<file path="src/rtl/ps2_receiver.sv">
// rtl/ps2_receiver.sv - PS/2 device-to-host frame receiver producing strb/code scan bytes
// Optional parity checking is compiled in with `define PS2_PARITY_CHECK_EN.
module ps2_receiver #(
  parameter int FILTER  = 8,
  parameter int TIMEOUT = 20000
) (
  input  logic       clock,
  input  logic       reset,
  input  logic       ps2ck,
  input  logic       ps2d,
  output logic       strb,
  output logic [7:0] code,
  output logic       perr
);

  localparam int TW = $clog2(TIMEOUT + 1);
  localparam logic [3:0]    FILT_LAST = 4'(FILTER - 1);
  localparam logic [TW-1:0] TO_MAX    = TW'(TIMEOUT);

  typedef enum logic [1:0] {
    ST_START,
    ST_DATA,
    ST_PARITY,
    ST_STOP
  } state_t;

  logic          ck_s1, ck_s2, d_s1, d_s2;
  logic          ck_f, ck_f_d, fall;
  logic [3:0]    filt_cnt;
  logic [TW-1:0] to_cnt;
  logic          timeout_hit, abort;
  logic [7:0]    shreg;
  logic [2:0]    bit_cnt;
  logic          frame_end, byte_ok;
  state_t        state_q, state_d;

  // Two-flop synchronizers for both raw pins; idle level of the bus is high
  always_ff @(posedge clock or negedge reset) begin
    if (!reset) begin
      ck_s1 <= 1'b1;
      ck_s2 <= 1'b1;
      d_s1  <= 1'b1;
      d_s2  <= 1'b1;
    end else begin
      ck_s1 <= ps2ck;
      ck_s2 <= ck_s1;
      d_s1  <= ps2d;
      d_s2  <= d_s1;
    end
  end

  // Deglitch: filtered clock follows only after FILTER consecutive differing samples
  always_ff @(posedge clock or negedge reset) begin
    if (!reset) begin
      ck_f     <= 1'b1;
      filt_cnt <= 4'd0;
    end else if (ck_s2 != ck_f) begin
      if (filt_cnt == FILT_LAST) begin
        ck_f     <= ck_s2;
        filt_cnt <= 4'd0;
      end else begin
        filt_cnt <= filt_cnt + 4'd1;
      end
    end else begin
      filt_cnt <= 4'd0;
    end
  end

  // Registered one-cycle flag on a 1->0 transition of the filtered clock
  always_ff @(posedge clock or negedge reset) begin
    if (!reset) begin
      ck_f_d <= 1'b1;
      fall   <= 1'b0;
    end else begin
      ck_f_d <= ck_f;
      fall   <= ck_f_d & ~ck_f;
    end
  end

  assign timeout_hit = (to_cnt == TO_MAX);
  // A fall in the same cycle as the timeout wins, so the abort needs !fall
  assign abort       = (state_q != ST_START) && !fall && timeout_hit;

  // Inter-edge watchdog: runs only inside a frame, cleared by every fall, saturates
  always_ff @(posedge clock or negedge reset) begin
    if (!reset) begin
      to_cnt <= '0;
    end else if (state_q == ST_START || fall) begin
      to_cnt <= '0;
    end else if (!timeout_hit) begin
      to_cnt <= to_cnt + 1'b1;
    end
  end

  // Frame state register
  always_ff @(posedge clock or negedge reset) begin
    if (!reset) state_q <= ST_START;
    else        state_q <= state_d;
  end

  // Frame sequencing: start bit, eight data bits, parity, stop
  always_comb begin
    state_d = state_q;
    if (abort) begin
      state_d = ST_START;
    end else if (fall) begin
      case (state_q)
        ST_START:  if (!d_s2) state_d = ST_DATA;
        ST_DATA:   if (bit_cnt == 3'd7) state_d = ST_PARITY;
        ST_PARITY: state_d = ST_STOP;
        ST_STOP:   state_d = ST_START;
        default:   state_d = ST_START;
      endcase
    end
  end

  // Data shift register (LSB first) and data bit counter
  always_ff @(posedge clock or negedge reset) begin
    if (!reset) begin
      shreg   <= 8'h00;
      bit_cnt <= 3'd0;
    end else if (abort) begin
      shreg   <= 8'h00;
      bit_cnt <= 3'd0;
    end else if (fall) begin
      case (state_q)
        ST_START: bit_cnt <= 3'd0;
        ST_DATA: begin
          shreg   <= {d_s2, shreg[7:1]};
          bit_cnt <= bit_cnt + 3'd1;
        end
        default: ;
      endcase
    end
  end

  // A complete frame is one whose stop bit is sampled high
  assign frame_end = fall && (state_q == ST_STOP) && d_s2;

`ifdef PS2_PARITY_CHECK_EN
  logic par, parity_ok;

  // Capture the parity bit for the odd-parity check at the stop bit
  always_ff @(posedge clock or negedge reset) begin
    if (!reset)                           par <= 1'b0;
    else if (abort)                       par <= 1'b0;
    else if (fall && state_q == ST_PARITY) par <= d_s2;
  end

  assign parity_ok = ^{shreg, par};
  assign byte_ok   = frame_end && parity_ok;

  // Parity error pulse lands in the cycle strb would have asserted
  always_ff @(posedge clock or negedge reset) begin
    if (!reset) perr <= 1'b0;
    else        perr <= frame_end && !parity_ok;
  end
`else
  assign byte_ok = frame_end;
  assign perr    = 1'b0;
`endif

  // Present a good byte with a single-cycle strobe; code holds until the next one
  always_ff @(posedge clock or negedge reset) begin
    if (!reset) begin
      strb <= 1'b0;
      code <= 8'h00;
    end else begin
      strb <= byte_ok;
      if (byte_ok) code <= shreg;
    end
  end

endmodule

</file>
<file path="config.mk">
export PLATFORM = sky130hd
export DESIGN_NAME = ps2_receiver
export DESIGN_NICKNAME = d
export VERILOG_FILES = /design/src/rtl/ps2_receiver.sv
export SDC_FILE = /design/constraint.sdc
export NUM_CORES = 1
export LEC_CHECK = 0
export ABC_AREA = 1
export CAP_MARGIN = 20
export CORE_ASPECT_RATIO = 0.9
export CORE_MARGIN = 2
export CORE_UTILIZATION = 45
export CTS_BUF_LIST = sky130_fd_sc_hd__clkbuf_8
export CTS_CLUSTER_DIAMETER = 40
export DETAILED_ROUTE_END_ITERATION = 6
export PLACE_DENSITY_LB_ADDON = 0.25
export REMOVE_ABC_BUFFERS = 1
export SKIP_CTS_REPAIR_TIMING = 1
export SLEW_MARGIN = 40
export SYNTH_ARGS = -nofsm -noshare
export SYNTH_HDL_FRONTEND = slang
export SYNTH_SLANG_ARGS = --single-unit
</file>
<file path="constraint.sdc">
create_clock -name clock -period 2.6 [get_ports clock]
set_input_delay 0.65 -clock clock [delete_from_list [all_inputs] [get_ports clock]]
set_output_delay 0.65 -clock clock [all_outputs]
set_load 0.05 [all_outputs]
</file>
==> tab_implementation.tex, run 1 <==
\begin{tabular}{lr}
\hline
Metric & Value \\
\hline
\multicolumn{2}{l}{\textbf{Run status}} \\
Status & completed \\
\multicolumn{2}{l}{\textbf{Floorplanning}} \\
Die span in y & between 70 and 80 um \\
Die width & 78.4 um \\
I/O pin count & 14 \\
Area of the die & between 5000 and 6000 um\^{}2 \\
Standard-cell rows & 24 \\
Core box area & $\sim$4800 um\^{}2 \\
Effective utilization at floorplan & 46.3\% \\
\multicolumn{2}{l}{\textbf{Timing}} \\
Final Skew & approximately 6.3 ps \\
Post-route fraction of the period consumed by the critical path & approximately 81\% \\
Max-slew violations & 0 \\
Unrepaired setup endpoints after global routing & false \\
Final hold slack & approximately 360 ps \\
Achievable clock frequency & around 0.47 GHz \\
Final Critical Period & around 2100 ps \\
Worst Tran Pin Value & between 600 and 700 ps \\
Number of setup violations in the final report & 0 \\
Relative slew margins & 54.0\% \\
Final setup TNS & 0 ps \\
Number of hold violations in the final report & 0 \\
\multicolumn{2}{l}{\textbf{Layout}} \\
Final std cell area, no fill & between 2000 and 3000 um\^{}2 \\
Antenna fix cells & 0 \\
Fin nets & around 280 \\
Proportion of layout cells with a drive suffix above 1 & 12.1\% \\
Area grow syn2layout & 12.2\% \\
\multicolumn{2}{l}{\textbf{Synth}} \\
Gate count of the mapped netlist & $\sim$250 \\
EDFF count, synth & 0 \\
Share of flip-flops with an asynchronous set or reset & 100\% \\
Sequential share of the synthesized area & roughly 54\% \\
Synth warn & 0 \\
Synthesized area & between 2000 and 2500 um\^{}2 \\
Seq cells post-synth & 48 \\
Count of cell types in the netlist & 36 \\
Synth Area per Inst & 9.10 um\^{}2 \\
Top flip-flop cell by instance count after synthesis & dfrtp\_1 \\
\multicolumn{2}{l}{\textbf{Global routing}} \\
Global router's overall resource usage & $\sim$14\% \\
Gr ovfl total & 0 \\
Antenna violations before repair & 0 \\
Via count of the first global-routing pass & 1460 \\
Wire length of the first global-routing pass & $\sim$6300 um \\
Pin count of the biggest net entering global routing & 33 \\
\multicolumn{2}{l}{\textbf{Placement}} \\
PortBufs & 12 \\
Standard cell area after detailed placement & between 2000 and 2500 um\^{}2 \\
Gpl congestion & around 0.84 \\
Placed wire-length estimate & around 2500 um \\
\multicolumn{2}{l}{\textbf{Clock tree}} \\
Clock network latency to the later pin of the worst-skew pair & between 200 and 300 ps \\
Clock buffer count from CTS & 5 \\
Clock Pin Slew Worst Setup and Hold Paths & approximately 90 ps \\
TritonCTS Sinks & 48 \\
Clock root cell & clkbuf\_8 \\
Clock buffer depth & 2 \\
TritonCTS clock tree & yes \\
H-tree level count & 2 \\
\multicolumn{2}{l}{\textbf{Worst hold path}} \\
Type of the most critical hold path & reg -> reg \\
\multicolumn{2}{l}{\textbf{Setup path}} \\
CP max-delay cell & clkdlybuf4s50\_1 \\
Ordered cell list for the critical path & clkdlybuf4s50\_1 \\
Buffers plus inverters on the worst setup path & 1 \\
Worst Path Required & 1950 ps \\
Nature of the critical path startpoint & register \\
Setup Crit Path Kind & reg -> out \\
Critical path arrival & between 1000 and 1500 ps \\
Maximum single-stage delay on the critical path & around 800 ps \\
Top Family by Delay on Critical Path & buffers and inverters \\
CP max FO & 2 \\
Kind of capture point of the worst setup path & output port \\
\multicolumn{2}{l}{\textbf{Route}} \\
Total Wirelength & 3520 um \\
Final ANT Viol Nets & 0 \\
Per-cell via count in the routed design & 4.66 \\
Via count of the routed design & roughly 1500 \\
Remaining routing DRC violations & 0 \\
Detail-routed net length per standard cell & between 10 and 15 um \\
Number of violations reported at the end of detailed-routing iteration 0 & 140 \\
Top routing layer in use & met4 \\
Met2 Wirelength & approximately 1500 um \\
Detailed-routing iteration count for the pre-antenna-repair pass & 4 \\
Length of routed wiring on met1 & between 1500 and 2000 um \\
Detailed route wirelength on metal3 & around 120 um \\
\multicolumn{2}{l}{\textbf{Flow run}} \\
Maximum capacitance violations & 0 \\
\multicolumn{2}{l}{\textbf{Power and ir drop}} \\
Worst IR Drop VDD & around 0.58 mV \\
Leak & about 0.0012 uW \\
Power density over the cells & approximately 720 nW/um\^{}2 \\
\hline
\end{tabular}
## cells in the final DEF, fill, tap and decap left out, drive strengths merged
master and n:
nor4 1, buf 4, clkbuf 5, xor2 2, inv 40, a21oi 9
nand3b 1, o21ai 18, o31ai 1, clkinv 1, clkdlybuf4s50 11, nand2 51
conb 1, nor2 25, nand3 21, or2 2, nor3 4, nand4 5
a31oi 1, ha 9, mux2 1, xnor2 2, dfstp 6, a21boi 1
dfrtp 42, o21a 1
## kinds of logic (layout without fill, tap and decap cells)
| group | count (synthesis) | count (layout) | share of synthesized area (%) |
|---|---|---|---|
| AO/OA/AOI/OAI | 31 | 31 | 8.32 |
| XOR/XNOR | 4 | 4 | 1.56 |
| adder cells (fa/ha/maj) | 9 | 9 | 5.03 |
| buffers and inverters | 42 | 61 | 7.82 |
| flip-flops | 48 | 48 | 54.0 |
| multiplexers | 1 | 1 | 0.503 |
| other | 1 | 1 | 0.167 |
| AND/OR/NAND/NOR | 110 | 110 | 22.6 |
## metal layers
metal	vias up	GRT usage (%)
li1	820	-
met1	698	20.0
met2	18	22.3
met3	2	4.97
met4	0	2.92
met5	-	0
## power breakdown
| part | internal [uW] | switching, uW | leakage (uW) |
|---|---|---|---|
| combinational | 174 | 308 | 0.000544 |
| clock | 181 | 234 | 0.0000505 |
| sequential | 844 | 71.2 | 0.000642 |
## final timing paths
path	from	end	depth (start not counted)	slack [ps]
worst min-delay path	ck_s1	ck_s2	0	360
worst max-delay path	code[1]	code[1]	1	490
max in group asynchronous	reset	code[6]	2	1610
worst min register to register	ck_s1	ck_s2	0	360
min in group asynchronous	reset	to_cnt[13]	1	400
worst max register to register	state_q[0]	state_q[0]	9	830
## synth_stat cells, types with 2 or more instances
cell type / instances / share of area (%)
dfrtp_1: 42 / 47
inv_1: 37 / 6.2
nor3_1: 4 / 0.89
dfstp_2: 6 / 7.0
or2_2: 2 / 0.56
a21oi_1: 7 / 1.6
nor2_2: 4 / 1.1
o21ai_1: 6 / 1.3
a21oi_2: 2 / 0.78
nand4_1: 4 / 1.1
nand3_1: 20 / 4.5
o21ai_0: 10 / 2.2
xnor2_1: 2 / 0.78
nand2_1: 49 / 8.2
ha_1: 9 / 5.0
xor2_1: 2 / 0.78
nor2_1: 21 / 3.5
## area by class of cell
class	instances	area, um^2
timing repair buffer	15	138
tap	65	81.3
fill	461	2320
multi-input combinational	156	856
clock inverter	3	12.5
clock buffer	5	68.8
inverter	38	148
sequential	48	1210
## per-stage QoR
step	setup WS [ps]	std cells	utilization (%)	total power, uW
after floorplan	794	242	-	1280
after global placement	836	322	50.3	1410
after detailed placement	809	322	50.3	1420
after CTS	476	330	52.0	1840
after global routing	423	330	52.0	1960
final	489	330	52.0	1810
## sequential cells by signal (all words and copies together), names as in the netlist, 2 cells and up
signal and flops:
to_cnt 15, code 8, filt_cnt 4, state_q 2, shreg 8, bit_cnt 3
Note: power is estimated with default switching activity, not from simulation.
==> run 2: changes to the inputs <==
- clock period: 2.6 -> 2 ns (I/O delays scaled with it)
==> run 2 against run 1 <==
  * Global-route usage is 1.2 points higher
  * Via count is 5.5% higher
  * Wire length is 4.3% higher
  * Register-to-register slack worse by 530 ps
  * Clock skew is 1.6 ps lower
  * Worst hold slack worse by 250 ps
  * Combinational power is 32% higher
  * Flip-flop and latch count stayed put
  * Largest cell class unchanged
==> tab_implementation.tex, run 2 (synthesis gave the netlist of run 1 again) <==
\begin{tabular}{lr}
\hline
Metric & Value \\
\hline
\multicolumn{2}{l}{\textbf{Timing}} \\
Final Critical Period & a little under 2000 ps \\
Number of setup violations in the final report & 0 (unchanged) \\
Number of hold violations in the final report & 0 (unchanged) \\
Final hold slack & 116 ps (-246 ps) \\
Max-slew violations & 0 (unchanged) \\
Final setup TNS & 0 ps (unchanged) \\
Unrepaired setup endpoints after global routing & false \\
Worst Tran Pin Value & 499 ps (-191 ps) \\
Post-route fraction of the period consumed by the critical path & between 90\% and 100\% \\
Achievable clock frequency & 0.513 GHz \\
Relative slew margins & 66.7\% (+13 points) \\
Final Skew & 4.72 ps (-1.57 ps) \\
\multicolumn{2}{l}{\textbf{Layout}} \\
Proportion of layout cells with a drive suffix above 1 & 13.2\% (+1.1 points) \\
Fin nets & 278 (+0.36\%) \\
Footprint of the multi-input gates & 856 um\^{}2 (unchanged) \\
Area grow syn2layout & 15.5\% \\
Most flops, register & to\_cnt \\
Highest-count cells in the layout ignoring fill and taps & nand2\_1, dfrtp\_1, inv\_1 \\
Biggest regs & to\_cnt (15), code (8), shreg (8) \\
Most frequent standard cell in the layout excluding fill and tap cells & nand2\_1 \\
Antenna fix cells & 0 (unchanged) \\
Total area of sequential cells & 1210 um\^{}2 (unchanged) \\
Number of flip-flops in the largest register & 15 (unchanged) \\
Count of fill cells added during filler insertion & 446 (-3.3\%) \\
\multicolumn{2}{l}{\textbf{Clock tree}} \\
Clock Pin Slew Worst Setup and Hold Paths & 90 ps (about the same) \\
Clock buffer count from CTS & 5 (unchanged) \\
Clock buffer depth & 2 (unchanged) \\
H-tree level count & 2 (unchanged) \\
TritonCTS Sinks & 48 (unchanged) \\
Clock root cell & clkbuf\_8 \\
Clock network latency to the later pin of the worst-skew pair & 300 ps (about the same) \\
TritonCTS clock tree & yes \\
\multicolumn{2}{l}{\textbf{Floorplanning}} \\
I/O pin count & 14 (unchanged) \\
Core box area & 4830 um\^{}2 (unchanged) \\
Effective utilization at floorplan & 46.3\% (unchanged) \\
Standard-cell rows & 24 (unchanged) \\
Area of the die & 5560 um\^{}2 (unchanged) \\
Die span in y & 70.9 um (unchanged) \\
Die width & 78.4 um (unchanged) \\
\multicolumn{2}{l}{\textbf{Power and ir drop}} \\
Worst IR Drop VDD & 0.532 mV (-8.1\%) \\
Power density over the cells & 1020 nW/um\^{}2 (+41\%) \\
Power consumption & 2640 uW (+45\%) \\
Leak & 0.00130 uW (+5.5\%) \\
\multicolumn{2}{l}{\textbf{Placement}} \\
Gpl congestion & 0.862 (+2.5\%) \\
Placed wire-length estimate & 2630 um (+3.9\%) \\
PortBufs & 12 (unchanged) \\
\multicolumn{2}{l}{\textbf{Setup path}} \\
Maximum single-stage delay on the critical path & 800 ps (about the same) \\
Top Family by Delay on Critical Path & buffers and inverters \\
Nature of the critical path startpoint & register \\
Critical path arrival & 1450 ps (about the same) \\
Path depth of the worst reg2reg path & 8 (-1) \\
Worst Path Required & 1500 ps (-450 ps) \\
Ordered cell list for the critical path & clkdlybuf4s50\_1 \\
Kind of capture point of the worst setup path & output port \\
CP max FO & 2 (unchanged) \\
Buffers plus inverters on the worst setup path & 1 (unchanged) \\
Setup Crit Path Kind & reg -> out \\
Depth of the critical timing path with buffers and inverters included & 1 (unchanged) \\
CP max-delay cell & clkdlybuf4s50\_1 \\
\multicolumn{2}{l}{\textbf{Route}} \\
Detail-routed net length per standard cell & 11.1 um (+4.0\%) \\
Number of violations reported at the end of detailed-routing iteration 0 & 105 (-25\%) \\
Detailed-routing iteration count for the pre-antenna-repair pass & 4 (unchanged) \\
Total Wirelength & 3670 um (+4.3\%) \\
Via count of the routed design & 1623 (+5.5\%) \\
Final ANT Viol Nets & 0 (unchanged) \\
Per-cell via count in the routed design & 4.90 (+5.2\%) \\
Remaining routing DRC violations & 0 (unchanged) \\
\multicolumn{2}{l}{\textbf{Flow run}} \\
Maximum capacitance violations & 0 (unchanged) \\
\multicolumn{2}{l}{\textbf{Global routing}} \\
Antenna violations before repair & 0 (unchanged) \\
Via count of the first global-routing pass & 1548 (+6.0\%) \\
Global router's overall resource usage & 15.6\% (+1.2 points) \\
Wire length of the first global-routing pass & 6830 um (+8.2\%) \\
Pin count of the biggest net entering global routing & 21 (-36\%) \\
Gr ovfl total & 0 (unchanged) \\
\multicolumn{2}{l}{\textbf{Run status}} \\
Status & completed \\
\multicolumn{2}{l}{\textbf{Worst hold path}} \\
Type of the most critical hold path & in -> async \\
\hline
\end{tabular}
[run 2: changes by cell type in the layout (fill, tap and decap cells not counted)]
| cell | delta |
|---|---|
| bufinv_16 | +2 |
| buf_4 | +1 |
| buf_12 | +1 |
| clkinv_2 | -1 |
| clkdlybuf4s50_1 | -3 |
| dlymetal6s2s_1 | +2 |
| inv_1 | -1 |
[run 2: final timing paths]
path / startpoint / end / slack, ps
worst min register to register: d_s1 / d_s2 / 360
worst max register to register: state_q[0] / state_q[0] / 300
worst max-delay path: code[4] / code[4] / 50
min in group clock: d_s1 / d_s2 / 360
worst min-delay path: reset / to_cnt[13] / 120
max in group asynchronous: reset / ck_f_d / 1370
[run 2: final cells by class]
| type | instances | share of cell area [%] |
|---|---|---|
| Clock buffer | 5 | 2.66 |
| Tap cell | 65 | 3.14 |
| Timing Repair Buffer | 16 | 6.19 |
| Clock inverter | 3 | 2.47 |
| Sequential cell | 48 | 46.7 |
| Inverter | 38 | 5.71 |
| Multi-Input combinational cell | 156 | 33.1 |
[run 2: power by group]
part	total, uW	switching (uW)	internal [uW]
logic	635	403	232
registers	1190	96.5	1100
clock network	809	315	494
[run 2: routing by layer]
metal / part of all wire [%] / wire [um] / track usage [%]
met3: 3.3 / 123 / 4.59
met4: 0.74 / 27 / 4.09
met2: 46 / 1710 / 25.5
met1: 49 / 1820 / 20.6
met5: 0 / 0 / 0
[run 2: metrics by stage]
step	utilization [%]	setup slack (ps)	area [um^2]	cells
final	53.5	49.1	2590	331
after global routing	53.5	5.90	2590	331
after CTS	53.4	29.3	2580	331
after detailed placement	50.6	313	2450	323
after global placement	50.6	382	2450	323
after floorplan	-	194	2210	242
==> run 3: changes to the inputs <==
- CORE_UTILIZATION: 45 -> 55
- PLACE_DENSITY: not set -> 0.81
- PLACE_DENSITY_LB_ADDON: 0.25 -> not set
==> run 3 against run 2 <==
  * Flip-flop and latch count stayed put
  * Sequential power is essentially flat
  * Worst hold slack gained 75 ps
  * Global-route usage increased by 3.3 points
  * Critical path type unchanged
  * Highest routed layer unchanged
==> tab_implementation.tex, run 3 (synthesis gave the netlist of run 1 again) <==
\begin{tabular}{lr}
\hline
Metric & Value \\
\hline
\multicolumn{2}{l}{\textbf{Global routing}} \\
Gr ovfl total & 0 (unchanged) \\
Met2 Use GR & 30.1\% (+4.6 points) \\
Antenna violations before repair & 0 (unchanged) \\
Pin count of the biggest net entering global routing & 29 (+38\%) \\
Global router's overall resource usage & 18.9\% (+3.3 points) \\
M1 GR Usage & 25.2\% (+4.6 points) \\
Via count of the first global-routing pass & 1505 (-2.8\%) \\
Met3 track demand over resource in global routing & 4.20\% (-0.39 points) \\
Gr busiest metal & met2 \\
Wire length of the first global-routing pass & 6730 um (-1.4\%) \\
\multicolumn{2}{l}{\textbf{Floorplanning}} \\
Standard-cell rows & 21 (-13\%) \\
Die width & 71.3 um (-9.1\%) \\
Effective utilization at floorplan & 58.8\% (+12 points) \\
I/O pin count & 14 (unchanged) \\
Die span in y & 64.5 um (-9.0\%) \\
Area of the die & 4600 um\^{}2 (-17\%) \\
Core box area & 3810 um\^{}2 (-21\%) \\
\multicolumn{2}{l}{\textbf{Placement}} \\
Gpl congestion & 0.785 (-9.0\%) \\
Setup WS pre-CTS & 270 ps (-42.9 ps) \\
Placed insts & 303 (-6.2\%) \\
Placed wire-length estimate & 2790 um (+6.0\%) \\
PortBufs & 12 (unchanged) \\
\multicolumn{2}{l}{\textbf{Timing}} \\
Final Critical Period & 1950 ps (+2.30 ps) \\
Number of hold violations in the final report & 0 (unchanged) \\
Final setup TNS & 0 ps (unchanged) \\
Achievable clock frequency & 0.512 GHz (-0.12\%) \\
Final hold slack & 191 ps (+75.2 ps) \\
Number of setup violations in the final report & 0 (unchanged) \\
Relative slew margins & 60.8\% (-5.9 points) \\
Worst Tran Pin Value & 589 ps (+89.6 ps) \\
Max-slew violations & 0 (unchanged) \\
Final worst slack & 46.8 ps (-2.30 ps) \\
Unrepaired setup endpoints after global routing & false \\
Final Skew & 5.40 ps (+0.680 ps) \\
Post-route fraction of the period consumed by the critical path & 97.7\% (+0.12 points) \\
\multicolumn{2}{l}{\textbf{Setup path}} \\
Ordered cell list for the critical path & clkdlybuf4s50\_1 \\
CP max-delay cell & clkdlybuf4s50\_1 \\
Critical path arrival & 1450 ps (about the same) \\
Maximum single-stage delay on the critical path & 800 ps (about the same) \\
Kind of capture point of the worst setup path & output port \\
Nature of the critical path startpoint & register \\
Top Family by Delay on Critical Path & buffers and inverters \\
CP max FO & 2 (unchanged) \\
Worst Path Required & 1500 ps (about the same) \\
Setup Crit Path Kind & reg -> out \\
Buffers plus inverters on the worst setup path & 1 (unchanged) \\
\multicolumn{2}{l}{\textbf{Layout}} \\
Most flops, register & to\_cnt \\
Antenna fix cells & 0 (unchanged) \\
Biggest regs & to\_cnt (15), code (8), shreg (8) \\
Highest-count cells in the layout ignoring fill and taps & nand2\_1, dfrtp\_1, inv\_1 \\
Number of flip-flops in the largest register & 15 (unchanged) \\
Count of fill cells added during filler insertion & 312 (-30\%) \\
Most frequent standard cell in the layout excluding fill and tap cells & nand2\_1 \\
Fin nets & 277 (-0.36\%) \\
Number of non-filler instances in the completed layout & 311 (-6.0\%) \\
Area grow syn2layout & 12.6\% \\
Fin util & 66.2\% (+13 points) \\
Proportion of layout cells with a drive suffix above 1 & 12.5\% (-0.71 points) \\
\multicolumn{2}{l}{\textbf{Power and ir drop}} \\
Leak & 0.00130 uW (-0.22\%) \\
Net switching share of the total power & 32.7\% (+1.8 points) \\
Cell internal power dissipation & 1690 uW (-7.2\%) \\
Combinational fraction of design power & 25.5\% (+1.4 points) \\
Power density over the cells & 996 nW/um\^{}2 (-2.3\%) \\
Clock group share of total power & 27.2\% (-3.5 points) \\
Net switching power & 821 uW (+0.84\%) \\
Portion of total power attributed to sequential cells & 47.4\% (+2.1 points) \\
Worst IR Drop VDD & 0.894 mV (+68\%) \\
\multicolumn{2}{l}{\textbf{Clock tree}} \\
Clock network latency to the later pin of the worst-skew pair & 300 ps (about the same) \\
Clock Pin Slew Worst Setup and Hold Paths & 90 ps (about the same) \\
TritonCTS clock tree & yes \\
Clock root cell & clkbuf\_8 \\
Clock buffer count from CTS & 5 (unchanged) \\
H-tree level count & 2 (unchanged) \\
TritonCTS Sinks & 48 (unchanged) \\
Clock buffer depth & 2 (unchanged) \\
\multicolumn{2}{l}{\textbf{Route}} \\
Via count of the routed design & 1591 (-2.0\%) \\
Detail-routed net length per standard cell & 12.1 um (+8.9\%) \\
Detailed-routing iteration count for the pre-antenna-repair pass & 4 (unchanged) \\
Per-cell via count in the routed design & 5.12 (+4.3\%) \\
Final ANT Viol Nets & 0 (unchanged) \\
Remaining routing DRC violations & 0 (unchanged) \\
Total Wirelength & 3760 um (+2.3\%) \\
Number of violations reported at the end of detailed-routing iteration 0 & 101 (-3.8\%) \\
\multicolumn{2}{l}{\textbf{Flow run}} \\
Maximum capacitance violations & 0 (unchanged) \\
\multicolumn{2}{l}{\textbf{Run status}} \\
Status & completed \\
\multicolumn{2}{l}{\textbf{Worst hold path}} \\
Type of the most critical hold path & in -> async \\
\hline
\end{tabular}
==> run 3: changes by cell type in the layout (fill, tap and decap cells not counted) <==
cell            change
bufinv_16           -1
buf_12              -1
buf_4               -1
dlymetal6s2s_1      +1
clkinv_2            +1
==> run 3: per-layer routing <==
layer	vias to the layer above	wire [um]
li1	815	-
met2	25	1730
met5	-	0
met1	743	1830
met3	8	129
met4	0	68
==> run 3: final cells by class <==
class	count	area, um^2	area share [%]
tap	46	57.6	2.28
sequential	48	1210	47.9
timing repair buffer	15	145	5.75
inverter	38	148	5.85
clock inverter	3	38.8	1.54
multi-input combinational	156	856	33.9
clock buffer	5	68.8	2.73
==> run 3: worst paths after layout <==
| check | slack [ps] | to | from | cells past startpoint |
|---|---|---|---|---|
| min | 190 | state_q[0] | reset | 1 |
| max | 50 | code[0] | code[0] | 1 |
| max reg2reg | 260 | state_q[0] | state_q[0] | 8 |
| min in group clock | 360 | d_s2 | d_s1 | 0 |
| min reg2reg | 360 | d_s2 | d_s1 | 0 |
| max in group asynchronous | 1220 | code[5] | reset | 2 |
==> run 3: metrics by stage <==
stage          power [uW]  cell area (um^2)
2_1_floorplan        1660              2210
3_3_place_gp         1810              2410
6_report             2510              2520
5_1_grt              2690              2520
3_5_place_dp         1850              2410
4_1_cts              2530              2510
==> run 3: power groups by stage <==
stage	combinational [uW]	sequential, uW	clock, uW
floorplan	473	1190	0
global placement	608	1210	0
detailed placement	642	1210	0
CTS	649	1190	692
global route	750	1210	733
finish	640	1190	682
